### config.mk
export PLATFORM = sky130hd
export DESIGN_NAME = sklansky_adder_pipe_flat
export DESIGN_NICKNAME = d
export VERILOG_FILES = /design/src/rtl/sklansky_adder_pipe_if.sv /design/src/rtl/sklansky_adder_pipe.sv /design/src/flat_wrapper.sv
export SDC_FILE = /design/constraint.sdc
export NUM_CORES = 1
export LEC_CHECK = 0
export ABC_AREA = 1
export BUFFER_PORTS_ARGS = -buffer_cell sky130_fd_sc_hd__buf_2
export CORE_ASPECT_RATIO = 1.1
export CORE_MARGIN = 1.5
export CORE_UTILIZATION = 60
export DETAILED_ROUTE_END_ITERATION = 16
export GPL_TIMING_DRIVEN = 0
export HOLD_SLACK_MARGIN = 0.1
export PLACE_DENSITY_LB_ADDON = 0.1
export SYNTH_ARGS = -nofsm -noshare
export SYNTH_HDL_FRONTEND = slang
export SYNTH_SLANG_ARGS = --single-unit
### constraint.sdc
create_clock -name clk -period 8.8 [get_ports clk]
set_input_delay 0.44 -clock clk [delete_from_list [all_inputs] [get_ports clk]]
set_output_delay 0.44 -clock clk [all_outputs]
set_load 0.02 [all_outputs]
### src/rtl/sklansky_adder_pipe_if.sv
// Operand/result bundle for sklansky_adder_pipe: valid/ready on both sides.
// master drives operands and the result ready.
// slave (the adder) drives in_ready and the registered result.
interface sklansky_adder_pipe_if #(
  parameter int SIZE = 32
);
  logic            in_valid;
  logic            in_ready;
  logic [SIZE-1:0] a;
  logic [SIZE-1:0] b;
  logic            cin;
  logic            out_valid;
  logic            out_ready;
  logic [SIZE-1:0] y;
  logic            cout;
  logic            ovf;

  modport master (
    output in_valid, a, b, cin, out_ready,
    input  in_ready, out_valid, y, cout, ovf
  );

  modport slave (
    input  in_valid, a, b, cin, out_ready,
    output in_ready, out_valid, y, cout, ovf
  );
endinterface

### src/rtl/sklansky_adder_pipe.sv
// Pipelined Sklansky prefix adder y = a + b + cin, with cout and optional signed ovf (SKLANSKY_OVF_EN).
// Latency STAGES-1 cycles from the accepting edge to out_valid; one result per cycle.
// Each stage loads when it is empty or its downstream loads, so stalls ripple back and bubbles close.
module sklansky_adder_pipe #(
  parameter int SIZE   = 32,
  parameter int STAGES = 2
) (
  input logic                  clk,
  input logic                  rst,
  sklansky_adder_pipe_if.slave bus
);
  localparam int LEVELS = $clog2(SIZE);

  // Partial prefix state carried between levels and across stage registers.
  typedef struct packed {
    logic [SIZE-1:0] g;
    logic [SIZE-1:0] p;
    logic [SIZE-1:0] p0;
    logic            cin;
`ifdef SKLANSKY_OVF_EN
    logic            a_msb;
`endif
  } node_t;

  // Prefix level after which stage register k sits.
  function automatic int stage_level(input int k);
    return (k * (LEVELS + 1)) / STAGES - 1;
  endfunction

  // Intermediate stage whose register follows level lvl, or 0 if none.
  function automatic int stage_at(input int lvl);
    int s;
    s = 0;
    for (int k = 1; k < STAGES; k++) begin
      if (stage_level(k) == lvl) s = k;
    end
    return s;
  endfunction

  logic [STAGES:1]   v;
  logic [STAGES+1:1] en;
  logic [STAGES:1]   up_valid;

  node_t n   [LEVELS+1];
  node_t stg [STAGES];

  logic [SIZE-1:0] sum;
  logic            sum_cout;
  logic [SIZE-1:0] y_q;
  logic            cout_q;

  // Load enables ripple from the output back to the input; upstream valids feed each stage.
  always_comb begin
    en = '0;
    up_valid = '0;
    en[STAGES+1] = bus.out_ready;
    for (int k = STAGES; k >= 1; k--) begin
      en[k] = !v[k] | en[k+1];
    end
    up_valid[1] = bus.in_valid;
    for (int k = 2; k <= STAGES; k++) begin
      up_valid[k] = v[k-1];
    end
  end

  assign bus.in_ready  = en[1];
  assign bus.out_valid = v[STAGES];

  // Stage valid bits follow the upstream valid whenever the stage loads.
  always_ff @(posedge clk) begin
    if (rst) begin
      v <= '0;
    end else begin
      for (int k = 1; k <= STAGES; k++) begin
        if (en[k]) v[k] <= up_valid[k];
      end
    end
  end

  // Whole prefix tree; a level reads the stage register instead of the previous level where one sits between them.
  always_comb begin
    node_t cur;
    node_t nxt;
    int    span;
    int    src;
    cur  = '0;
    nxt  = '0;
    span = 0;
    src  = 0;
    for (int l = 0; l <= LEVELS; l++) n[l] = '0;

    n[0].p   = bus.a ^ bus.b;
    n[0].p0  = bus.a ^ bus.b;
    n[0].cin = bus.cin;
    // cin is folded into bit 0 so the tree only spans SIZE bits.
    n[0].g   = bus.a & bus.b;
    n[0].g[0] = (bus.a[0] & bus.b[0]) | ((bus.a[0] ^ bus.b[0]) & bus.cin);
`ifdef SKLANSKY_OVF_EN
    n[0].a_msb = bus.a[SIZE-1];
`endif

    for (int j = 1; j <= LEVELS; j++) begin
      if (stage_at(j - 1) != 0) cur = stg[stage_at(j - 1)];
      else                      cur = n[j-1];
      nxt  = cur;
      span = 1 << (j - 1);
      for (int i = 0; i < SIZE; i++) begin
        if ((i & span) != 0) begin
          // Top bit of the lower half of this 2*span block.
          src = (i & ~(2 * span - 1)) | (span - 1);
          nxt.g[i] = cur.g[i] | (cur.p[i] & cur.g[src]);
          nxt.p[i] = cur.p[i] & cur.p[src];
        end
      end
      n[j] = nxt;
    end
  end

  // Intermediate stage registers capture the tree state only for real transactions.
  always_ff @(posedge clk) begin
    if (rst) begin
      for (int k = 0; k < STAGES; k++) stg[k] <= '0;
    end else begin
      for (int k = 1; k < STAGES; k++) begin
        if (en[k] && up_valid[k]) stg[k] <= n[stage_level(k)];
      end
    end
  end

  assign sum      = n[LEVELS].p0 ^ {n[LEVELS].g[SIZE-2:0], n[LEVELS].cin};
  assign sum_cout = n[LEVELS].g[SIZE-1];

  // Final stage register holds the finished result.
  always_ff @(posedge clk) begin
    if (rst) begin
      y_q    <= '0;
      cout_q <= 1'b0;
    end else if (en[STAGES] && up_valid[STAGES]) begin
      y_q    <= sum;
      cout_q <= sum_cout;
    end
  end

  assign bus.y    = y_q;
  assign bus.cout = cout_q;

`ifdef SKLANSKY_OVF_EN
  logic ovf_q;

  // Signed overflow: operands agree in sign and the sum does not.
  always_ff @(posedge clk) begin
    if (rst) begin
      ovf_q <= 1'b0;
    end else if (en[STAGES] && up_valid[STAGES]) begin
      ovf_q <= ~n[LEVELS].p0[SIZE-1] & (sum[SIZE-1] ^ n[LEVELS].a_msb);
    end
  end

  assign bus.ovf = ovf_q;
`else
  assign bus.ovf = 1'b0;
`endif
endmodule

### src/flat_wrapper.sv
// flat-port wrapper written by rule: the top's interface ports become plain ports
module sklansky_adder_pipe_flat 
#(
  parameter int SIZE   = 32,
  parameter int STAGES = 2
)
  (clk, rst, bus_in_valid, bus_a, bus_b, bus_cin, bus_out_ready, bus_in_ready, bus_out_valid, bus_y, bus_cout, bus_ovf);
  sklansky_adder_pipe_if #(.SIZE(SIZE)) bus_i ();
  input logic clk;
  input logic rst;
  input wire logic [$bits(bus_i.in_valid)-1:0] bus_in_valid;
  input wire logic [$bits(bus_i.a)-1:0] bus_a;
  input wire logic [$bits(bus_i.b)-1:0] bus_b;
  input wire logic [$bits(bus_i.cin)-1:0] bus_cin;
  input wire logic [$bits(bus_i.out_ready)-1:0] bus_out_ready;
  output wire logic [$bits(bus_i.in_ready)-1:0] bus_in_ready;
  output wire logic [$bits(bus_i.out_valid)-1:0] bus_out_valid;
  output wire logic [$bits(bus_i.y)-1:0] bus_y;
  output wire logic [$bits(bus_i.cout)-1:0] bus_cout;
  output wire logic [$bits(bus_i.ovf)-1:0] bus_ovf;
  assign bus_i.in_valid = bus_in_valid;
  assign bus_i.a = bus_a;
  assign bus_i.b = bus_b;
  assign bus_i.cin = bus_cin;
  assign bus_i.out_ready = bus_out_ready;
  assign bus_in_ready = bus_i.in_ready;
  assign bus_out_valid = bus_i.out_valid;
  assign bus_y = bus_i.y;
  assign bus_cout = bus_i.cout;
  assign bus_ovf = bus_i.ovf;
  sklansky_adder_pipe #(.SIZE(SIZE), .STAGES(STAGES)) u_core (.clk(clk), .rst(rst), .bus(bus_i));
endmodule
**Yosys cells after proc, flatten, opt, wreduce, memory -nomap -nowiden**

Memory sizes are Yosys's and may differ from the RTL's.
Index checks and enable logic that the tools add are counted.

- Bits in registers: 35
- Latch bits: 0
- Bits in writable memories: 194
- ROM bits: 0
- Input port bits: 69
- Output and inout port bits: 36
- Logic and storage cells: 237
- Memories: 1

- $add $sub $neg: 0
- Multipliers: 0
- Div/mod/pow operators: 0
- $lt $le $gt $ge: 0
- Equality and inequality tests: 0
- Shifts and indexed selects: 0
- Mux-type cells: 6
- Bitwise operators: 222
- Reductions and logical operators: 4

Memory list:

| memory | depth | width | read ports | clocked after Yosys merged registers in | write ports | line | text |
|---|---|---|---|---|---|---|---|
| u_core.stg | 2 | 97 | 1 | 0 | 2 | sklansky_adder_pipe.sv:45 | `node_t stg [STAGES];` |

Operator list:

| kind | count |
|---|---|
| $and A1 B1 Y1 | 134 |
| $mux W97 | 1 |
| $or A1 B1 Y1 | 84 |
| $xor A32 B32 Y32 | 2 |
| $and A32 B32 Y32 | 1 |
| $mux W1 | 5 |
| $logic_and A1 B1 Y1 | 2 |
| $logic_not A1 Y1 | 2 |
| $xor A1 B1 Y1 | 1 |

**Logic depth before layout (Yosys ltp)**

- Depth after elaboration: 8
- Gate-level depth with buffers: 11
- Mapped depth without buffers: 10

**Worst setup path after synthesis**

No wires, ideal clock.

- Path kind: reg2reg
- From: register u_core.v[2] in the netlist's numbering
- To: memory u_core.stg[1][0] in the netlist's numbering (enable)
- Library setup time: 0.836 ns
- Arrival: 2.302 ns
- Required time: 7.964 ns
- Slack: 5.662 ns
- Stages on the path, launching flop included: 4
- Path buffers: 0
- Clock period less this slack: 3.138 ns
- Path through: dfxtp_1 -> nand3_2 -> nand2_1 -> nand2_1

RTL lines:

| what | line | text |
|---|---|---|
| from (decl) | sklansky_adder_pipe.sv:40 | `logic [STAGES:1] v;` |
| from (signal, indexed assignment) | sklansky_adder_pipe.sv:75 | `if (en[k]) v[k] <= up_valid[k];` |
| to (decl) | sklansky_adder_pipe.sv:45 |  |

**Worst setup path after layout**

- From: memory u_core.stg[1][68] in the netlist's numbering
- To: register u_core.y_q[17], in the netlist u_core.bus.y[17]

- Longest elaborated chain between the ends: 8

RTL lines:

| what | line | text |
|---|---|---|
| $mem_v2 Z2 W97 | n/a |  |
| $and A1 B1 Y1 | sklansky_adder_pipe.sv:111 | `nxt.g[i] = cur.g[i] \| (cur.p[i] & cur.g[src]);` |
| $or A1 B1 Y1 | sklansky_adder_pipe.sv:111 |  |
| $and A1 B1 Y1 | sklansky_adder_pipe.sv:111 |  |
| $or A1 B1 Y1 | sklansky_adder_pipe.sv:111 |  |
| $and A1 B1 Y1 | sklansky_adder_pipe.sv:111 |  |
| $or A1 B1 Y1 | sklansky_adder_pipe.sv:111 |  |
| $xor A32 B32 Y32 | sklansky_adder_pipe.sv:130 | `assign sum = n[LEVELS].p0 ^ {n[LEVELS].g[SIZE-2:0], n[LEVELS].cin};` |
| to (signal assigned) | sklansky_adder_pipe.sv:139 | `y_q <= sum;` |
| to (decl) | sklansky_adder_pipe.sv:49 | `logic [SIZE-1:0] y_q;` |

No other way between the ends.
A chain may end at the register's enable or synchronous reset.

==> flow_metrics.py <==
metrics = {
    "status": {
        "status": "complete, no violations",
    },
    "pwr": {
        "power_density_mw_per_mm2": 221,
        "peakVddDrop_mv": 0.139,
        "finalPower_mw": 1.59,
        "p_leak_nw": 3.47,
        "power.share.clock_pct": 44.7,
        "p_int_mw": 1.20,
        "seq_power_share_pct": 42.9,
        "power_switching_mw": 0.387,
        "pwr-share-comb_pct": 12.4,
        "swShare_pct": 24.4,
    },
    "timing": {
        "finalSetupViolCount": 0,
        "slew_headroom_pct": 56.2,
        "worstMarginPinSlew_ps": 656,
        "fin_crit_ps": 1860,
        "rsz0062_at_grt": "no",
        "setup_tns_ps": 0,
        "hold_viol_final": 0,
        "final_max_slew_viol_count": 0,
        "fmax_ghz": 0.538,
        "skew_ps": 17.4,
        "fin_crit_sh_pct": 21.1,
    },
    "logic_synthesis": {
        "synth_cells": 632,
        "yosys.area.top_type_share_pct": 43.9,
        "syn-num-nets": 736,
        "yosysUniqueCellTypes": 30,
        "syn_area_sq_mm": 0.00588,
        "synth.area.top_cells": "edfxtp_1 (44%), dfxtp_1 (12%), nor2_1 (7.9%)",
        "synth_top_family_by_area": "simple AND/OR/NAND/NOR gates",
        "synth.avg_cell_area_sq_um": 9.30,
        "synth.yosys.seq_area_share_pct": 55.9,
        "synthSimpleGateAreaFrac_pct": 19.5,
        "yosysTopAreaCell": "edfxtp_1",
        "yosys_most_used_dff": "edfxtp_1",
        "synthAdderAreaFrac_pct": 7.45,
        "synth-async-reset-ratio_pct": 0,
        "synth_compound_area_share_pct": 7.79,
        "synth-edff-count": 86,
        "synth_xor_area_share_pct": 1.34,
        "yosys_register_bits": 121,
        "yosysWarnings": 0,
        "synth.area.mux_share_pct": 0,
    },
    "floorplan": {
        "die_w_microns": 97.4,
        "ios": 105,
        "num_rows": 37,
        "dieArea_sq_mm": 0.0104,
        "fp.coreArea_sq_mm": 0.00944,
        "die_h_microns": 107,
        "initial_core_util_pct": 62.2,
    },
    "critical_path": {
        "crit_top_cell": "nand2_4",
        "r2r_end": "u_core.bus.y[17]$_SDFFE_PP0P_",
        "ff2ff_path_depth": 9,
        "critPathKind": "flip-flop to flip-flop",
        "cp_num_buf_inv": 1,
        "cpLargestDelayFamily": "simple AND/OR/NAND/NOR gates",
        "startpoint": "u_core.stg[1][68]$_SDFFCE_PN0P_",
        "critPathMaxFanout": 10,
        "worst_path_largest_cell_delay_ps": 480,
        "crit_arrival_ps": 2220,
        "r2r_start": "u_core.stg[1][68]$_SDFFCE_PN0P_",
        "rrSetupSlack_ps": 6940,
        "slowest_stage": "edfxtp_1",
        "critical_path.cell_chain": "nand2_1 -> nand2_4 -> nand2_2 -> nand2_4 -> buf_12 -> ha_1 -> nor2_1 -> xor2_1 -> a21oi_1",
        "start_kind": "flip-flop",
        "cp.depth": 9,
        "required_ps": 9160,
        "cp-end-kind": "flip-flop",
    },
    "layout": {
        "mostFrequentLayoutCells": "nor2_1 (123), buf_2 (115), inv_1 (93), edfxtp_1 (86), nand2_1 (79)",
        "syn_to_final_growth_pct": 22.0,
        "antenna_cells": 0,
        "multiInputGateArea_sq_mm": 0.00213,
        "fillers": 657,
        "mostFrequentLayoutCell": "nor2_1",
        "seq_area_sq_mm": 0.00328,
        "drive_above_1_share_pct": 22.0,
        "final_nets": 859,
        "final_cells": 885,
    },
    "placement": {
        "io_buffers": 103,
        "dpl.cell_count": 853,
        "gp_congestion": 0.808,
        "dp_hpwl_microns": 9610,
    },
    "grt": {
        "grt_pass1_vias": 4833,
        "antenna_found_initial": 0,
        "grt_pass1_wl_microns": 22700,
        "grt_overflow": 0,
        "grt_max_degree": 46,
        "globalRouteTotalUtil_pct": 28.4,
    },
    "worst_hold_path": {
        "holdPathEnd": "u_core.bus.y[27]$_SDFFE_PP0P_",
        "min_path_type": "primary input to flip-flop",
        "hp-start": "rst",
        "whs_path_depth": 4,
    },
    "clock_tree": {
        "postCtsSetupRepairBufs": 0,
        "clk_root_buffer_cell": "clkbuf_8",
        "ctsResizeCount": 0,
        "hold_buffers": 0,
        "cts_buffers": 17,
        "clk_latency_ps": 520,
        "cts_tree": "done",
        "clockBufferDepth": 2,
        "h-tree-depth": 4,
        "path_clk_slew_ps": 50,
        "cts_num_sinks": 121,
    },
    "drt": {
        "drtAntennaViolNets": 0,
        "wire_per_inst_microns": 15.8,
        "dr.pass1.iters": 6,
        "drc": 0,
        "vias": 4777,
        "drt_iter0_markers": 278,
        "routed_wl_microns": 14000,
        "viasPerCell": 5.40,
    },
    "run": {
        "drv_cap": 0,
    },
}
-- power by group through the flow --
stage	logic [mW]	clock network [mW]	registers, mW
2_1_floorplan	0.112	0	0.702
3_3_place_gp	0.185	0	0.691
3_5_place_dp	0.194	0	0.691
4_1_cts	0.197	0.712	0.681
5_1_grt	0.219	0.740	0.685
6_report	0.197	0.711	0.681
-- synth_stat cells, types with 4 or more instances --
cell type  instances
buf_2             12
inv_1             93
a31oi_1            5
nor4_1             7
nor3_1             7
ha_1              35
edfxtp_1          86
xnor2_1            4
xor2_1             5
nor2_1           123
dfxtp_1           35
nand2_1           80
nand3_1           34
nand2_4            4
o21ai_0           28
a21oi_1           43
nand2_2            8
-- worst reg2reg max path, delay by kind of cell, from the launching register on --
kind,cells,cell delay [ps]
DFF,1,480
AOI/OAI and AO/OA,1,90
buffers and inverters,1,180
adders and majority gates,1,180
and+or+nand+nor,5,570
xor gates and xnor gates,1,200
-- per-layer routing --
metal | GRT usage (%) | vias to the layer above | part of all wire [%]
met1 | 33.3 | 2251 | 39
met5 | 0 | - | 0
met3 | 4.69 | 21 | 6.7
met4 | 10.7 | 0 | 1.5
li1 | - | 2318 | -
met2 | 52.1 | 187 | 52
-- cell families after synthesis --
| logic type | count (synthesis) |
|---|---|
| adder cells (fa/ha/maj) | 35 |
| XOR/XNOR | 9 |
| other | 1 |
| flip-flops | 121 |
| buffers and inverters | 114 |
| AND/OR/NAND/NOR | 268 |
| AO/OA/AOI/OAI | 84 |
-- registers in the layout, summed over array words and instances (netlist names) --
| name | cells |
|---|---|
| u_core.v | 2 |
| u_core.stg | 86 |
| u_core.bus.y | 32 |
| u_core.bus.cout | 1 |
-- metrics by stage --
stage / util (%) / hold slack (ps) / worst slack, ps / instance area (sq um)
after floorplan: - / 485 / 5660 / 5880
after global placement: 69.2 / 490 / 4490 / 6540
after detailed placement: 69.5 / 509 / 6500 / 6570
after CTS: 75.9 / 233 / 6920 / 7170
after global routing: 75.9 / 257 / 6840 / 7170
final: 75.9 / 249 / 6940 / 7170
-- how the worst max path moves through the flow --
| stage | endpoint | slack (ps) |
|---|---|---|
| 2_1_floorplan | u_core.stg[1][0]$_SDFFCE_PN0P_ | 5660 |
| 3_3_place_gp | u_core.stg[1][84]$_SDFFCE_PN0P_ | 4490 |
| 3_5_place_dp | u_core.stg[1][84]$_SDFFCE_PN0P_ | 6500 |
| 4_1_cts | u_core.bus.y[17]$_SDFFE_PP0P_ | 6920 |
| 5_1_grt | u_core.bus.y[17]$_SDFFE_PP0P_ | 6840 |
| 6_report | u_core.bus.y[17]$_SDFFE_PP0P_ | 6940 |
-- layout make-up --
type,count,area share (%)
timing repair buffer,104,7.47
clock inverter,9,2.08
sequential,121,45.8
buffer,20,1.64
multi-input combinational,397,29.7
clock buffer,23,6.37
tap,117,2.04
inverter,94,4.92
No activity file was read; power rests on OpenSTA's default activity.
